==> config.mk <==
export PLATFORM = sky130hd
export DESIGN_NAME = lsu_ctrl_flat
export DESIGN_NICKNAME = d
export VERILOG_FILES = /design/src/rtl/lsu_ctrl_if.sv /design/src/rtl/lsu_ctrl.sv /design/src/flat_wrapper.sv
export SDC_FILE = /design/constraint.sdc
export NUM_CORES = 1
export LEC_CHECK = 0
export BUFFER_PORTS_ARGS = -buffer_cell sky130_fd_sc_hd__buf_4
export CELL_PAD_IN_SITES_DETAIL_PLACEMENT = 1
export CELL_PAD_IN_SITES_GLOBAL_PLACEMENT = 1
export CORE_MARGIN = 2
export CORE_UTILIZATION = 38
export CTS_CLUSTER_SIZE = 30
export DETAILED_ROUTE_END_ITERATION = 10
export MAX_ROUTING_LAYER = met4
export PLACE_DENSITY = 0.84
export SLEW_MARGIN = 20
export SYNTH_ARGS = -nofsm -noshare
export SYNTH_HDL_FRONTEND = slang
export SYNTH_SLANG_ARGS = --single-unit
export TNS_END_PERCENT = 20
==> constraint.sdc <==
create_clock -name clk -period 4.3 [get_ports clk]
set_input_delay 0.215 -clock clk [delete_from_list [all_inputs] [get_ports clk]]
set_output_delay 0.215 -clock clk [all_outputs]
set_load 0.05 [all_outputs]
==> src/rtl/lsu_ctrl_if.sv <==
// Data-memory port between the load/store initiator (master) and the data memory (slave).
interface lsu_ctrl_if #(
  parameter int unsigned ADDR_W = 12
);
  logic              dm_ena;
  logic              dm_w;
  logic              dm_r;
  logic              dm_sign;
  logic [2:0]        dm_size;
  logic [ADDR_W-1:0] dm_addr;
  logic [31:0]       dm_wdata;
  logic [31:0]       dm_rdata;

  modport master (
    output dm_ena, dm_w, dm_r, dm_sign, dm_size, dm_addr, dm_wdata,
    input  dm_rdata
  );

  modport slave (
    input  dm_ena, dm_w, dm_r, dm_sign, dm_size, dm_addr, dm_wdata,
    output dm_rdata
  );
endinterface

==> src/rtl/lsu_ctrl.sv <==
// Load/store initiator: latches one command, range/alignment checks the effective
// address, issues a single data-memory access and returns the load result.
module lsu_ctrl #(
  parameter logic [31:0] DATA_BASE = 32'h1001_0000,
  parameter int unsigned ADDR_W    = 12
) (
  input  logic        clk,
  input  logic        rst,
  input  logic        start,
  input  logic        is_store,
  input  logic [1:0]  size,
  input  logic        sign,
  input  logic [31:0] base,
  input  logic [15:0] offset,
  input  logic [31:0] store_data,
  lsu_ctrl_if.master  dm,
  output logic        busy,
  output logic        done,
  output logic [31:0] load_data,
  output logic        addr_err
);

  typedef enum logic [2:0] {IDLE, CALC, ISSUE, WAIT, DONE} state_t;

  state_t      state_q, state_d;
  logic        is_store_q, is_store_d;
  logic [1:0]  size_q, size_d;
  logic [2:0]  size_oh_q, size_oh_d;
  logic        sign_q, sign_d;
  logic [31:0] wdata_q, wdata_d;
  logic [31:0] ea_q, ea_d;
  logic        err_q, err_d;
  logic [31:0] load_data_q, load_data_d;
  logic        calc_err;

  always_ff @(posedge clk) begin
    if (rst) begin
      state_q     <= IDLE;
      is_store_q  <= 1'b0;
      size_q      <= '0;
      size_oh_q   <= '0;
      sign_q      <= 1'b0;
      wdata_q     <= '0;
      ea_q        <= '0;
      err_q       <= 1'b0;
      load_data_q <= '0;
    end else begin
      state_q     <= state_d;
      is_store_q  <= is_store_d;
      size_q      <= size_d;
      size_oh_q   <= size_oh_d;
      sign_q      <= sign_d;
      wdata_q     <= wdata_d;
      ea_q        <= ea_d;
      err_q       <= err_d;
      load_data_q <= load_data_d;
    end
  end

  always_comb begin
    calc_err = (size_q == 2'b11)
             | ((size_q == 2'b01) & ea_q[0])
             | ((size_q == 2'b10) & (ea_q[1:0] != 2'b00))
             | (ea_q[31:12] != DATA_BASE[31:12]);
  end

  always_comb begin
    state_d     = state_q;
    is_store_d  = is_store_q;
    size_d      = size_q;
    size_oh_d   = size_oh_q;
    sign_d      = sign_q;
    wdata_d     = wdata_q;
    ea_d        = ea_q;
    err_d       = err_q;
    load_data_d = load_data_q;
    unique case (state_q)
      IDLE: begin
        if (start) begin
          is_store_d = is_store;
          size_d     = size;
          sign_d     = sign;
          wdata_d    = store_data;
          ea_d       = base + {{16{offset[15]}}, offset};
          unique case (size)
            2'b00:   size_oh_d = 3'b001;
            2'b01:   size_oh_d = 3'b010;
            2'b10:   size_oh_d = 3'b100;
            default: size_oh_d = 3'b000;
          endcase
          state_d = CALC;
        end
      end
      CALC: begin
        err_d   = calc_err;
        state_d = calc_err ? DONE : ISSUE;
      end
      ISSUE: state_d = is_store_q ? DONE : WAIT;
      WAIT: begin
        load_data_d = dm.dm_rdata;
        state_d     = DONE;
      end
      DONE:    state_d = IDLE;
      default: state_d = IDLE;
    endcase
  end

  // Strobes are masked by rst so a reset during ISSUE suppresses the access at that edge.
  always_comb begin
    dm.dm_ena   = (state_q == ISSUE) & ~rst;
    dm.dm_w     = (state_q == ISSUE) & ~rst & is_store_q;
    dm.dm_r     = (state_q == ISSUE) & ~rst & ~is_store_q;
    dm.dm_sign  = sign_q & ~is_store_q;
    dm.dm_size  = size_oh_q;
    dm.dm_addr  = ea_q[ADDR_W-1:0];
    dm.dm_wdata = wdata_q;
    busy        = (state_q != IDLE);
    done        = (state_q == DONE);
    addr_err    = err_q;
    load_data   = load_data_q;
  end

endmodule

==> src/flat_wrapper.sv <==
// flat-port wrapper written by rule: the top's interface ports become plain ports
module lsu_ctrl_flat 
#(
  parameter logic [31:0] DATA_BASE = 32'h1001_0000,
  parameter int unsigned ADDR_W    = 12
)
  (clk, rst, start, is_store, size, sign, base, offset, store_data, busy, done, load_data, addr_err, dm_dm_ena, dm_dm_w, dm_dm_r, dm_dm_sign, dm_dm_size, dm_dm_addr, dm_dm_wdata, dm_dm_rdata);
  lsu_ctrl_if #(.ADDR_W(ADDR_W)) dm_i ();
  input  logic clk;
  input  logic rst;
  input  logic start;
  input  logic is_store;
  input  logic [1:0] size;
  input  logic sign;
  input  logic [31:0] base;
  input  logic [15:0] offset;
  input  logic [31:0] store_data;
  output logic busy;
  output logic done;
  output logic [31:0] load_data;
  output logic addr_err;
  output wire logic [$bits(dm_i.dm_ena)-1:0] dm_dm_ena;
  output wire logic [$bits(dm_i.dm_w)-1:0] dm_dm_w;
  output wire logic [$bits(dm_i.dm_r)-1:0] dm_dm_r;
  output wire logic [$bits(dm_i.dm_sign)-1:0] dm_dm_sign;
  output wire logic [$bits(dm_i.dm_size)-1:0] dm_dm_size;
  output wire logic [$bits(dm_i.dm_addr)-1:0] dm_dm_addr;
  output wire logic [$bits(dm_i.dm_wdata)-1:0] dm_dm_wdata;
  input wire logic [$bits(dm_i.dm_rdata)-1:0] dm_dm_rdata;
  assign dm_dm_ena = dm_i.dm_ena;
  assign dm_dm_w = dm_i.dm_w;
  assign dm_dm_r = dm_i.dm_r;
  assign dm_dm_sign = dm_i.dm_sign;
  assign dm_dm_size = dm_i.dm_size;
  assign dm_dm_addr = dm_i.dm_addr;
  assign dm_dm_wdata = dm_i.dm_wdata;
  assign dm_i.dm_rdata = dm_dm_rdata;
  lsu_ctrl #(.DATA_BASE(DATA_BASE), .ADDR_W(ADDR_W)) u_core (.clk(clk), .rst(rst), .start(start), .is_store(is_store), .size(size), .sign(sign), .base(base), .offset(offset), .store_data(store_data), .dm(dm_i), .busy(busy), .done(done), .load_data(load_data), .addr_err(addr_err));
endmodule
==> impl_metrics.yaml, run 1 <==
sta:
  fmax_ghz: 0.367
  setup_viol: 0
  finalHoldViolCount: 0
  min_period_ns: 2.73
  setup_tns_ns: 0
  clock_skew_ns: 0.00752
  worst_slew_pin_slew_ns: 0.846
  slew_violations: 0
  worst_slack_ns: 1.57
  fin_crit_sh_pct: 63.4
  slew_headroom_pct: 43.6
  fin_hold_ws_ns: 0.109
  rsz0062_at_grt: "false"
placement:
  routabilityCongestion: 0.856
  port-buffer-count: 204
  place_area_um2: 7110
  pre_cts_ws_ns: 1.60
  dp_hpwl_um: 13100
logic_synthesis:
  synth_fp_nets: 881
  ys_seq_area_share_pct: 38.5
  ys_types: 58
  synthTopCellsByArea: "dfxtp_1, nand2_1, a21oi_1, ha_1, o21ai_0"
  syn_area_um2: 5570
  synthCells: 730
  ys_ff_latch: 107
  syn_area_per_cell_um2: 7.63
  ys_warn_count: 0
  synth_area_leader_cell: "dfxtp_1"
  synthArstFlopShare_pct: 0
  synth_enable_flop_cells: 0
  synth.top_cell.area_share_pct: 38.5
  synth-main-ff-cell: "dfxtp_1"
worst_setup_path:
  crit_arrival_ns: 3.01
  worstSetupStartpointType: "flip-flop"
  setup.worst_path.class: "flip-flop to flip-flop"
  end_kind: "flip-flop"
  worstPathRequired_ns: 4.59
  crit_fanout: 61
grt:
  grt_usage_pct: 22.0
  antenna_found_initial: 0
  met1_usage_pct: 27.4
  overflow: 0
  grt_pass1_vias: 5579
  grt_first_pass_wirelength_um: 27700
  grt_busiest_layer: "met2"
  grt_max_degree: 79
  grt_util_met2_pct: 37.3
  met3_usage_pct: 2.70
detailed_routing:
  drc: 0
  firstDrtPassIters: 4
  postRouteAntennaNets: 0
  first_iter_violations: 271
  wl_per_cell_um: 15.9
  totalWireLength_um: 17200
  vias_per_cell: 5.27
  via_count: 5711
run_status:
  outcome: "completed"
clocking:
  cts-root-buf: "clkbuf_16"
  cts_resized: 0
  h-tree-depth: 3
  numClockSinks: 107
  clock_path_buffers: 2
  cts_buffers: 9
  postCtsSetupRepairBufs: 0
  clkLatencyLatePin_ns: 0.35
  holdBufCountCts: 0
  clk_pin_slew_ns: 0.07
  cts_tree: "yes"
pwr:
  power_density_nw_per_um2: 350
  power_frac_seq_pct: 41.7
  ir_drop_uv: 255
  p_leak_nw: 3.19
  p_comb_share_pct: 25.8
  p_sw_mw: 0.817
  clock_power_share_pct: 32.5
  switching_share_pct: 31.5
  internal_power_mw: 1.78
finish:
  area_growth_syn_to_layout_pct: 33.1
  nNetsFinal: 1046
  final_util_pct: 51.4
  final_area_um2: 7410
  drive_above_1_share_pct: 26.4
  nFillCells: 1842
  n_antenna_cell: 0
die:
  die-height_um: 125
  coreArea_um2: 14400
  die_w_um: 125
  initial_core_util_pct: 38.6
  die_area_um2: 15600
  num_io_pins: 205
  row_count: 44
hold_path:
  hp-class: "primary input to flip-flop"
job:
  cap_viol_max_count: 0
[power by group through the flow]
stage          Combinational [mW]  Sequential, mW  Clock (mW)
5_1_grt                     0.730            1.09       0.908
2_1_floorplan               0.387            1.17           0
6_report                    0.670            1.08       0.844
3_3_place_gp                0.663            1.10           0
4_1_cts                     0.675            1.08       0.863
3_5_place_dp                0.672            1.11           0
[metal layers]
| metal | wire, um | vias to the layer above |
|---|---|---|
| met1 | 7760 | 2679 |
| met4 | 349 | 0 |
| met2 | 8410 | 166 |
| li1 | - | 2845 |
| met3 | 674 | 21 |
| met5 | 0 | - |
[critical path, cell delays in order (launching register included)]
cell and delay, ns:
dfxtp_1 0.42, nor3_1 0.32, and2_2 0.20, buf_4 0.50, nand2b_1 0.48, or4_1 0.62
nand3_1 0.09
[kinds of logic (layout without fill, tap and decap cells)]
group / Yosys count / after routing / synth area share [%]
DFF: 107 / 107 / 38.5
and+or+nand+nor: 291 / 291 / 22.4
xor gates and xnor gates: 24 / 24 / 3.77
AOI/OAI and AO/OA: 211 / 211 / 22.3
adders and majority gates: 32 / 32 / 7.32
buffers and inverters: 62 / 232 / 5.17
muxes: 3 / 3 / 0.562
[synthesized netlist by cell type, types with 4 or more instances]
cell type / instances
o21ai_0: 30
nand2_1: 197
nor2b_1: 6
dfxtp_1: 107
o211ai_1: 4
o21bai_1: 4
a31oi_1: 5
nor3_1: 11
a21oi_1: 124
nand3_1: 14
a21o_1: 8
nand2b_1: 5
buf_4: 12
nand4_1: 7
xor2_1: 11
nor2_1: 27
clkbuf_1: 38
nor3b_1: 4
a211oi_1: 6
o21ai_1: 4
and3_1: 6
inv_1: 8
ha_1: 31
xnor2_1: 13
[cells in the final DEF (no fill, tap or decap), types with 9 or more instances in the layout]
cell type,synthesis,layout
buf_4,12,208
nor3_1,11,11
o21ai_0,30,30
ha_1,31,31
clkbuf_16,0,9
xnor2_1,13,13
dfxtp_1,107,107
xor2_1,11,11
a21oi_1,124,124
nand2_1,197,196
nand3_1,14,14
nor2_1,27,26
[through the flow]
| step | cells | total power [mW] |
|---|---|---|
| finish | 1084 | 2.60 |
| global placement | 1068 | 1.77 |
| floorplan | 730 | 1.55 |
| CTS | 1084 | 2.62 |
| global route | 1084 | 2.73 |
| detailed placement | 1068 | 1.78 |
[state kept, by name, summed over array words and instances (netlist names)]
name	count
u_core.ea_q	32
u_core.state_q	3
u_core.is_store_q	1
u_core.dm.dm_size	3
u_core.dm.dm_wdata	32
u_core.addr_err	1
u_core.sign_q	1
u_core.size_q	2
u_core.load_data	32
[final timing paths]
kind                                             from               endpoint  slack (ns)  depth (start not counted)
worst min register to register  u_core.dm.dm_wdata[3]  u_core.dm.dm_wdata[3]        0.45                          2
worst min-delay path                   dm_dm_rdata[4]    u_core.load_data[4]        0.11                          3
worst max-delay path                u_core.state_q[1]        u_core.ea_q[30]        1.57                          6
worst max register to register      u_core.state_q[1]        u_core.ea_q[30]        1.57                          6
[area by class of cell]
class | instances | area, um^2 | share of cell area (%)
multi-input cells | 561 | 3150 | 42.4
flip-flops and latches | 107 | 2140 | 28.9
repair buffers | 208 | 1560 | 21.1
clock buffers | 11 | 243 | 3.27
well taps | 184 | 230 | 3.10
clock inverters | 5 | 61.3 | 0.827
inverters | 8 | 30.0 | 0.405
Power figures use the tool's default switching activity.
==> inputs of run 2 (changes only) <==
CORE_UTILIZATION = 32   (was 38)
PLACE_DENSITY = 0.75   (was 0.84)
clock period = 2.35 ns   (was 4.3 ns; I/O delays follow)
==> run 2 against run 1 <==
Clock power rose by 81%. Sequential power rose by 83%. Final cell count rose by 6.3%. Critical path type is now primary input to flip-flop. Critical endpoint is now u_core.ea_q[24].
==> impl_metrics.yaml, run 2 (synthesis results as in run 1) <==
run_status:
  outcome: "completed"
sta:
  fmax_ghz: 0.472
  worst_slack_ns: 0.232
  min_period_ns: 2.12
  slew_violations: 0
  clock_skew_ns: 0.00819
  fin_crit_sh_pct: 90.1
  worst_slew_pin_slew_ns: 0.629
  rsz0062_at_grt: "false"
  setup_viol: 0
  slew_headroom_pct: 58.1
  setup_tns_ns: 0
  finalHoldViolCount: 0
pwr:
  ir_drop_uv: 324
  p_leak_nw: 3.33
  power_mw: 4.80
  power_density_nw_per_um2: 626
grt:
  overflow: 0
  grt_max_degree: 48
  grt_pass1_vias: 5501
  antenna_found_initial: 0
  grt_usage_pct: 18.7
  grt_first_pass_wirelength_um: 27300
clocking:
  cts-root-buf: "clkbuf_16"
  cts_buffers: 9
  clock_path_buffers: 2
  cts_tree: "yes"
  numClockSinks: 107
  holdBufCountCts: 0
  clk_pin_slew_ns: 0.07
  cts_resized: 0
  h-tree-depth: 3
  postCtsSetupRepairBufs: 0
  clkLatencyLatePin_ns: 0.35
die:
  die-height_um: 136
  die_area_um2: 18500
  initial_core_util_pct: 32.4
  row_count: 48
  coreArea_um2: 17200
  die_w_um: 136
  num_io_pins: 205
hold_path:
  hp-start: "store_data[25]"
  hp-class: "primary input to flip-flop"
  min_to: "u_core.dm.dm_wdata[25]"
  hold_depth: 3
finish:
  n_antenna_cell: 0
  nNetsFinal: 1074
  mostFrequentLayoutCells: "buf_4, nand2_1, a21oi_1, dfxtp_1, ha_1"
  drive_above_1_share_pct: 28.7
  final_area_um2: 7670
  layout_commonest_cell: "buf_4"
  area_growth_syn_to_layout_pct: 37.7
  final_util_pct: 44.7
  nFillCells: 2166
detailed_routing:
  wl_per_cell_um: 15.0
  via_count: 5711
  drc: 0
  vias_per_cell: 4.96
  first_iter_violations: 282
  postRouteAntennaNets: 0
  firstDrtPassIters: 4
  totalWireLength_um: 17300
worst_setup_path:
  worstSetupStartpointType: "primary input"
  worstReg2RegEnd: "u_core.ea_q[2]"
  r2r_cells: 5
  end_kind: "flip-flop"
  rr_startpoint: "u_core.state_q[1]"
  setup.worst_path.class: "primary input to flip-flop"
  crit_arrival_ns: 2.34
  rrSetupSlack_ns: 0.55
  worstPathRequired_ns: 2.57
  crit_fanout: 3
placement:
  dp_hpwl_um: 13300
  port-buffer-count: 204
  pre_cts_ws_ns: -0.128
  place_area_um2: 7370
  routabilityCongestion: 0.799
job:
  cap_viol_max_count: 0
==> run 2: report_power, final <==
part	switching (mW)	internal, mW
clock	0.678	0.856
combinational	0.761	0.526
sequential	0.0650	1.92
==> run 2: routing by layer <==
| layer | global-route usage (%) | vias to the layer above | wire length, um | share of wire [%] |
|---|---|---|---|---|
| li1 | - | 2888 | - | - |
| met1 | 23.9 | 2670 | 8140 | 47 |
| met2 | 30.9 | 143 | 8160 | 47 |
| met3 | 2.87 | 10 | 834 | 4.8 |
| met4 | 4.80 | 0 | 135 | 0.78 |
| met5 | - | - | 0 | 0 |
==> run 2: final cells by class <==
| cell class | count | area [um^2] | share of cell area (%) |
|---|---|---|---|
| clock buffer | 10 | 239 | 3.11 |
| timing repair buffer | 236 | 1770 | 23.1 |
| multi-input combinational | 561 | 3150 | 41.0 |
| tap | 225 | 282 | 3.67 |
| sequential | 107 | 2140 | 27.9 |
| clock inverter | 5 | 61.3 | 0.799 |
| inverter | 8 | 30.0 | 0.391 |
==> run 2: worst max path at each step <==
stage          startpoint              end  slack [ns]  depth (start not counted)
4_1_cts         offset[0]  u_core.ea_q[24]        0.24                         12
6_report        offset[0]  u_core.ea_q[24]        0.23                         12
3_5_place_dp    offset[0]  u_core.ea_q[24]       -0.13                         12
5_1_grt         offset[0]  u_core.ea_q[24]        0.14                         12
2_1_floorplan   offset[0]  u_core.ea_q[28]        0.16                         10
3_3_place_gp    offset[0]  u_core.ea_q[24]       -0.08                         12
==> run 2: per-stage QoR <==
step / hold slack (ns) / instances
finish: 0.0123 / 1152
global route: 0.0100 / 1152
CTS: 0.000688 / 1152
detailed placement: 0.375 / 1137
global placement: 0.364 / 1137
floorplan: 0.253 / 730
==> run 2: worst max-delay path, cell delays in order <==
cell,delay (ns)
buf_4,0.11
ha_1,0.23
fa_1,0.40
a21o_1,0.23
a31oi_2,0.24
o211ai_2,0.14
a21boi_2,0.21
o21ai_2,0.11
a21oi_4,0.19
buf_4,0.14
xor2_1,0.13
o21ai_0,0.08
==> inputs of run 3 (changes only) <==
ABC_AREA = 1   (was default)
PLACE_DENSITY = 0.76   (was 0.75)
==> run 3 against run 2 <==
Area after synthesis rose by 16%. The flow now stops in 5_2_route. Global-route usage up 1.5 points. Synthesized cell count up 39%.
==> impl_metrics.yaml, run 3 <==
placement:
  port-buffer-count: 204
  routabilityCongestion: 0.825
  dp_hpwl_um: 16900
run_status:
  error: "[ERROR DRT-0255] Maze Route cannot find path of net clk in worker of routeBox ( 96600 96600 ) ( 145970 145970 )."
  lastStage: "5_2_route"
  outcome: "aborted with a tool error"
die:
  initial_core_util_pct: 32.9
  die-height_um: 146
  die_w_um: 146
  row_count: 51
  num_io_pins: 205
logic_synthesis:
  synth-main-ff-cell: "dfxtp_1"
  synthCells: 1013
  synth.cells.most_frequent: "nand2_1, inv_1, dfxtp_1"
  syn_area_um2: 6450
  synthArstFlopShare_pct: 0
  ys_types: 36
  synth_area_leader_cell: "dfxtp_1"
  synth.top_cell.area_share_pct: 33.2
  synthTopCellsByArea: "dfxtp_1, nand2_1, inv_1, nor2_1, ha_1"
  syn_area_per_cell_um2: 6.37
  synth_enable_flop_cells: 0
  synth_fp_nets: 1164
  ys_seq_area_share_pct: 33.2
  ys_warn_count: 0
  synth_most_common_cell: "nand2_1"
  ys_ff_latch: 107
clocking:
  cts_resized: 0
  cts-root-buf: "clkbuf_16"
  clock_path_buffers: 2
  cts_buffers: 9
  h-tree-depth: 3
  numClockSinks: 107
  holdBufCountCts: 0
  postCtsSetupRepairBufs: 0
grt:
  grt_pass1_vias: 6870
  overflow: 0
  grt_max_degree: 43
  grt_first_pass_wirelength_um: 34400
  grt_usage_pct: 20.2
  antenna_found_initial: 0
## run 3: cell types whose count changed after synthesis, moves of 11 or more
cell and delta:
a21oi_1 -47, clkbuf_1 -23, nand2_2 +15, inv_1 +153, nand3_1 +31, o21ai_0 +22, xnor2_1 -11, nand2_1 +100
nor2_1 +78
## run 3: kinds of logic after synthesis
group / share of synthesized area [%]
AND/OR/NAND/NOR: 32.1
flip-flops: 33.2
XOR/XNOR: 2.04
AO/OA/AOI/OAI: 13.2
buffers and inverters: 13.2
adder cells (fa/ha/maj): 6.32
## run 3: through the flow
step / area [um^2] / setup WS, ns / cells
floorplan: 6450 / 0.652 / 1013
global placement: 8140 / 0.471 / 1448
detailed placement: 8140 / 0.400 / 1448
CTS: 8420 / 0.753 / 1463
global route: 8420 / 0.582 / 1463
## run 3: per-layer routing
| metal | global-route usage, % |
|---|---|
| met4 | 4.51 |
| met1 | 24.6 |
| met3 | 3.61 |
| met2 | 35.0 |
| met5 | - |
==> inputs of run 4 (changes only) <==
CELL_PAD_IN_SITES_DETAIL_PLACEMENT = default   (was 1)
CELL_PAD_IN_SITES_GLOBAL_PLACEMENT = default   (was 1)
CORE_UTILIZATION = 30   (was 32)
CTS_CLUSTER_SIZE = default   (was 30)
MAX_ROUTING_LAYER = default   (was met4)
PLACE_DENSITY = default   (was 0.76)
PLACE_DENSITY_LB_ADDON = 0.15   (was default)
clock period = 3.05 ns   (was 2.35 ns; I/O delays follow)
==> run 4 against run 3 <==
The flow now finishes without violations. Area after synthesis stayed put. Global-route usage is 3.6 points lower. Synthesized cell count stayed put.
==> impl_metrics.yaml, run 4 <==
detailed_routing:
  totalWireLength_um: 19400
  postRouteAntennaNets: 0
  first_iter_violations: 282
  wl_per_cell_um: 13.2
  vias_per_cell: 4.40
  firstDrtPassIters: 4
  drc: 0
  via_count: 6474
finish:
  mostFrequentLayoutCells: "nand2_1, buf_4, inv_1, dfxtp_1, nor2_1"
  area_growth_syn_to_layout_pct: 31.1
  drive_above_1_share_pct: 22.1
  final_area_um2: 8450
  nNetsFinal: 1343
  layout_commonest_cell: "nand2_1"
  n_antenna_cell: 0
  nFillCells: 2344
  layout.cells.non_filler: 1472
  final_util_pct: 40.1
pwr:
  power_density_nw_per_um2: 465
  power_frac_seq_pct: 39.2
  p_comb_share_pct: 29.8
  ir_drop_uv: 296
  clock_power_share_pct: 31.0
  power_mw: 3.93
  p_leak_nw: 4.48
  internal_power_mw: 2.56
  switching_share_pct: 34.9
  p_sw_mw: 1.37
sta:
  setup_viol: 0
  min_period_ns: 1.76
  slew_headroom_pct: 50.8
  fin_crit_sh_pct: 57.7
  setup_tns_ns: 0
  fin_hold_ws_ns: 0.0443
  worst_slew_pin_slew_ns: 0.737
  worst_slack_ns: 1.29
  rsz0062_at_grt: "false"
  finalHoldViolCount: 0
  fmax_ghz: 0.568
  clock_skew_ns: 0.00749
  slew_violations: 0
logic_synthesis:
  synth-main-ff-cell: "dfxtp_1"
  synth.cells.most_frequent: "nand2_1, inv_1, dfxtp_1"
  synth_fp_nets: 1164
  ys_warn_count: 0
  synthArstFlopShare_pct: 0
  synthTopCellsByArea: "dfxtp_1, nand2_1, inv_1, nor2_1, ha_1"
  syn_area_um2: 6450
  ys_types: 36
  synth_enable_flop_cells: 0
  synth_most_common_cell: "nand2_1"
  synthCells: 1013
  synth_area_leader_cell: "dfxtp_1"
  synth.top_cell.area_share_pct: 33.2
  syn_area_per_cell_um2: 6.37
  ys_ff_latch: 107
  ys_seq_area_share_pct: 33.2
worst_setup_path:
  setup.worst_path.class: "flip-flop to flip-flop"
  worstSetupStartpointType: "flip-flop"
  critPathMaxStageDelay_ns: 0.59
  slowest_stage: "buf_4"
  worstPathRequired_ns: 3.32
  crit_arrival_ns: 2.03
  cp_cell_sequence: "inv_1 -> nand3_2 -> buf_4 -> nor2_1 -> inv_1 -> o21ai_0 -> nor3_1"
  crit_top_cell: "inv_1"
  crit_fanout: 68
  end_kind: "flip-flop"
hold_path:
  hp-class: "primary input to flip-flop"
clocking:
  cts_buffers: 9
  holdBufCountCts: 0
  clkLatencyLatePin_ns: 0.35
  cts_resized: 0
  clock_path_buffers: 2
  clk_pin_slew_ns: 0.08
  cts_tree: "yes"
  postCtsSetupRepairBufs: 0
  h-tree-depth: 3
  numClockSinks: 107
  cts-root-buf: "clkbuf_16"
placement:
  dp_hpwl_um: 15000
  pre_cts_ws_ns: 1.15
  dpl.cell_count: 1456
  port-buffer-count: 204
  place_area_um2: 8140
  routabilityCongestion: 0.841
die:
  die_w_um: 151
  initial_core_util_pct: 30.6
  row_count: 53
  die-height_um: 151
  die_area_um2: 22700
  coreArea_um2: 21100
  num_io_pins: 205
grt:
  grt_usage_pct: 16.7
  grt_first_pass_wirelength_um: 29900
  grt_pass1_vias: 5880
  overflow: 0
  antenna_found_initial: 0
  grt_max_degree: 69
run_status:
  outcome: "completed"
job:
  cap_viol_max_count: 0
==> run 4: cell counts after synthesis <==
Identical to the previous run, type by type.
==> run 4: cell families after synthesis <==
| family | synth area share (%) |
|---|---|
| AOI/OAI and AO/OA | 13.2 |
| xor gates and xnor gates | 2.04 |
| buffers and inverters | 13.2 |
| and+or+nand+nor | 32.1 |
| adders and majority gates | 6.32 |
| DFF | 33.2 |
==> run 4: critical path: cells and delay by family (launching register included) <==
kind / cells / cell delay (ns)
flip-flops: 1 / 0.42
AND/OR/NAND/NOR: 3 / 0.35
AO/OA/AOI/OAI: 1 / 0.08
buffers and inverters: 3 / 0.81
==> run 4: final timing paths <==
check                         start                     end  slack, ns  cells past startpoint
max               u_core.state_q[1]    u_core.dm.dm_size[0]       1.29                      7
min                 dm_dm_rdata[16]    u_core.load_data[16]       0.04                      3
max reg2reg       u_core.state_q[1]    u_core.dm.dm_size[0]       1.29                      7
min reg2reg  u_core.dm.dm_wdata[27]  u_core.dm.dm_wdata[27]       0.47                      2
==> run 4: area by class of cell <==
type / instances / area [um^2] / share of cell area (%)
sequential: 107 / 2140 / 25.3
inverter: 163 / 612 / 7.24
clock inverter: 7 / 87.6 / 1.04
multi-input combinational: 700 / 3460 / 40.9
clock buffer: 9 / 225 / 2.66
timing repair buffer: 211 / 1580 / 18.7
tap: 275 / 344 / 4.07
==> run 4: power by group through the flow <==
stage                     sequential [mW]  combinational [mW]  clock [mW]
after floorplan                      1.68               0.699           0
after global placement               1.57                1.18           0
after detailed placement             1.57                1.18           0
after CTS                            1.54                1.19        1.26
after global routing                 1.55                1.30        1.32
final                                1.54                1.17        1.22
==> run 4: layer usage <==
layer,vias up,wire (um),track usage [%]
met5,-,0,0
met4,0,132,2.90
met3,11,1170,3.39
met2,149,9110,28.2
met1,2831,8970,22.2
li1,3483,-,-
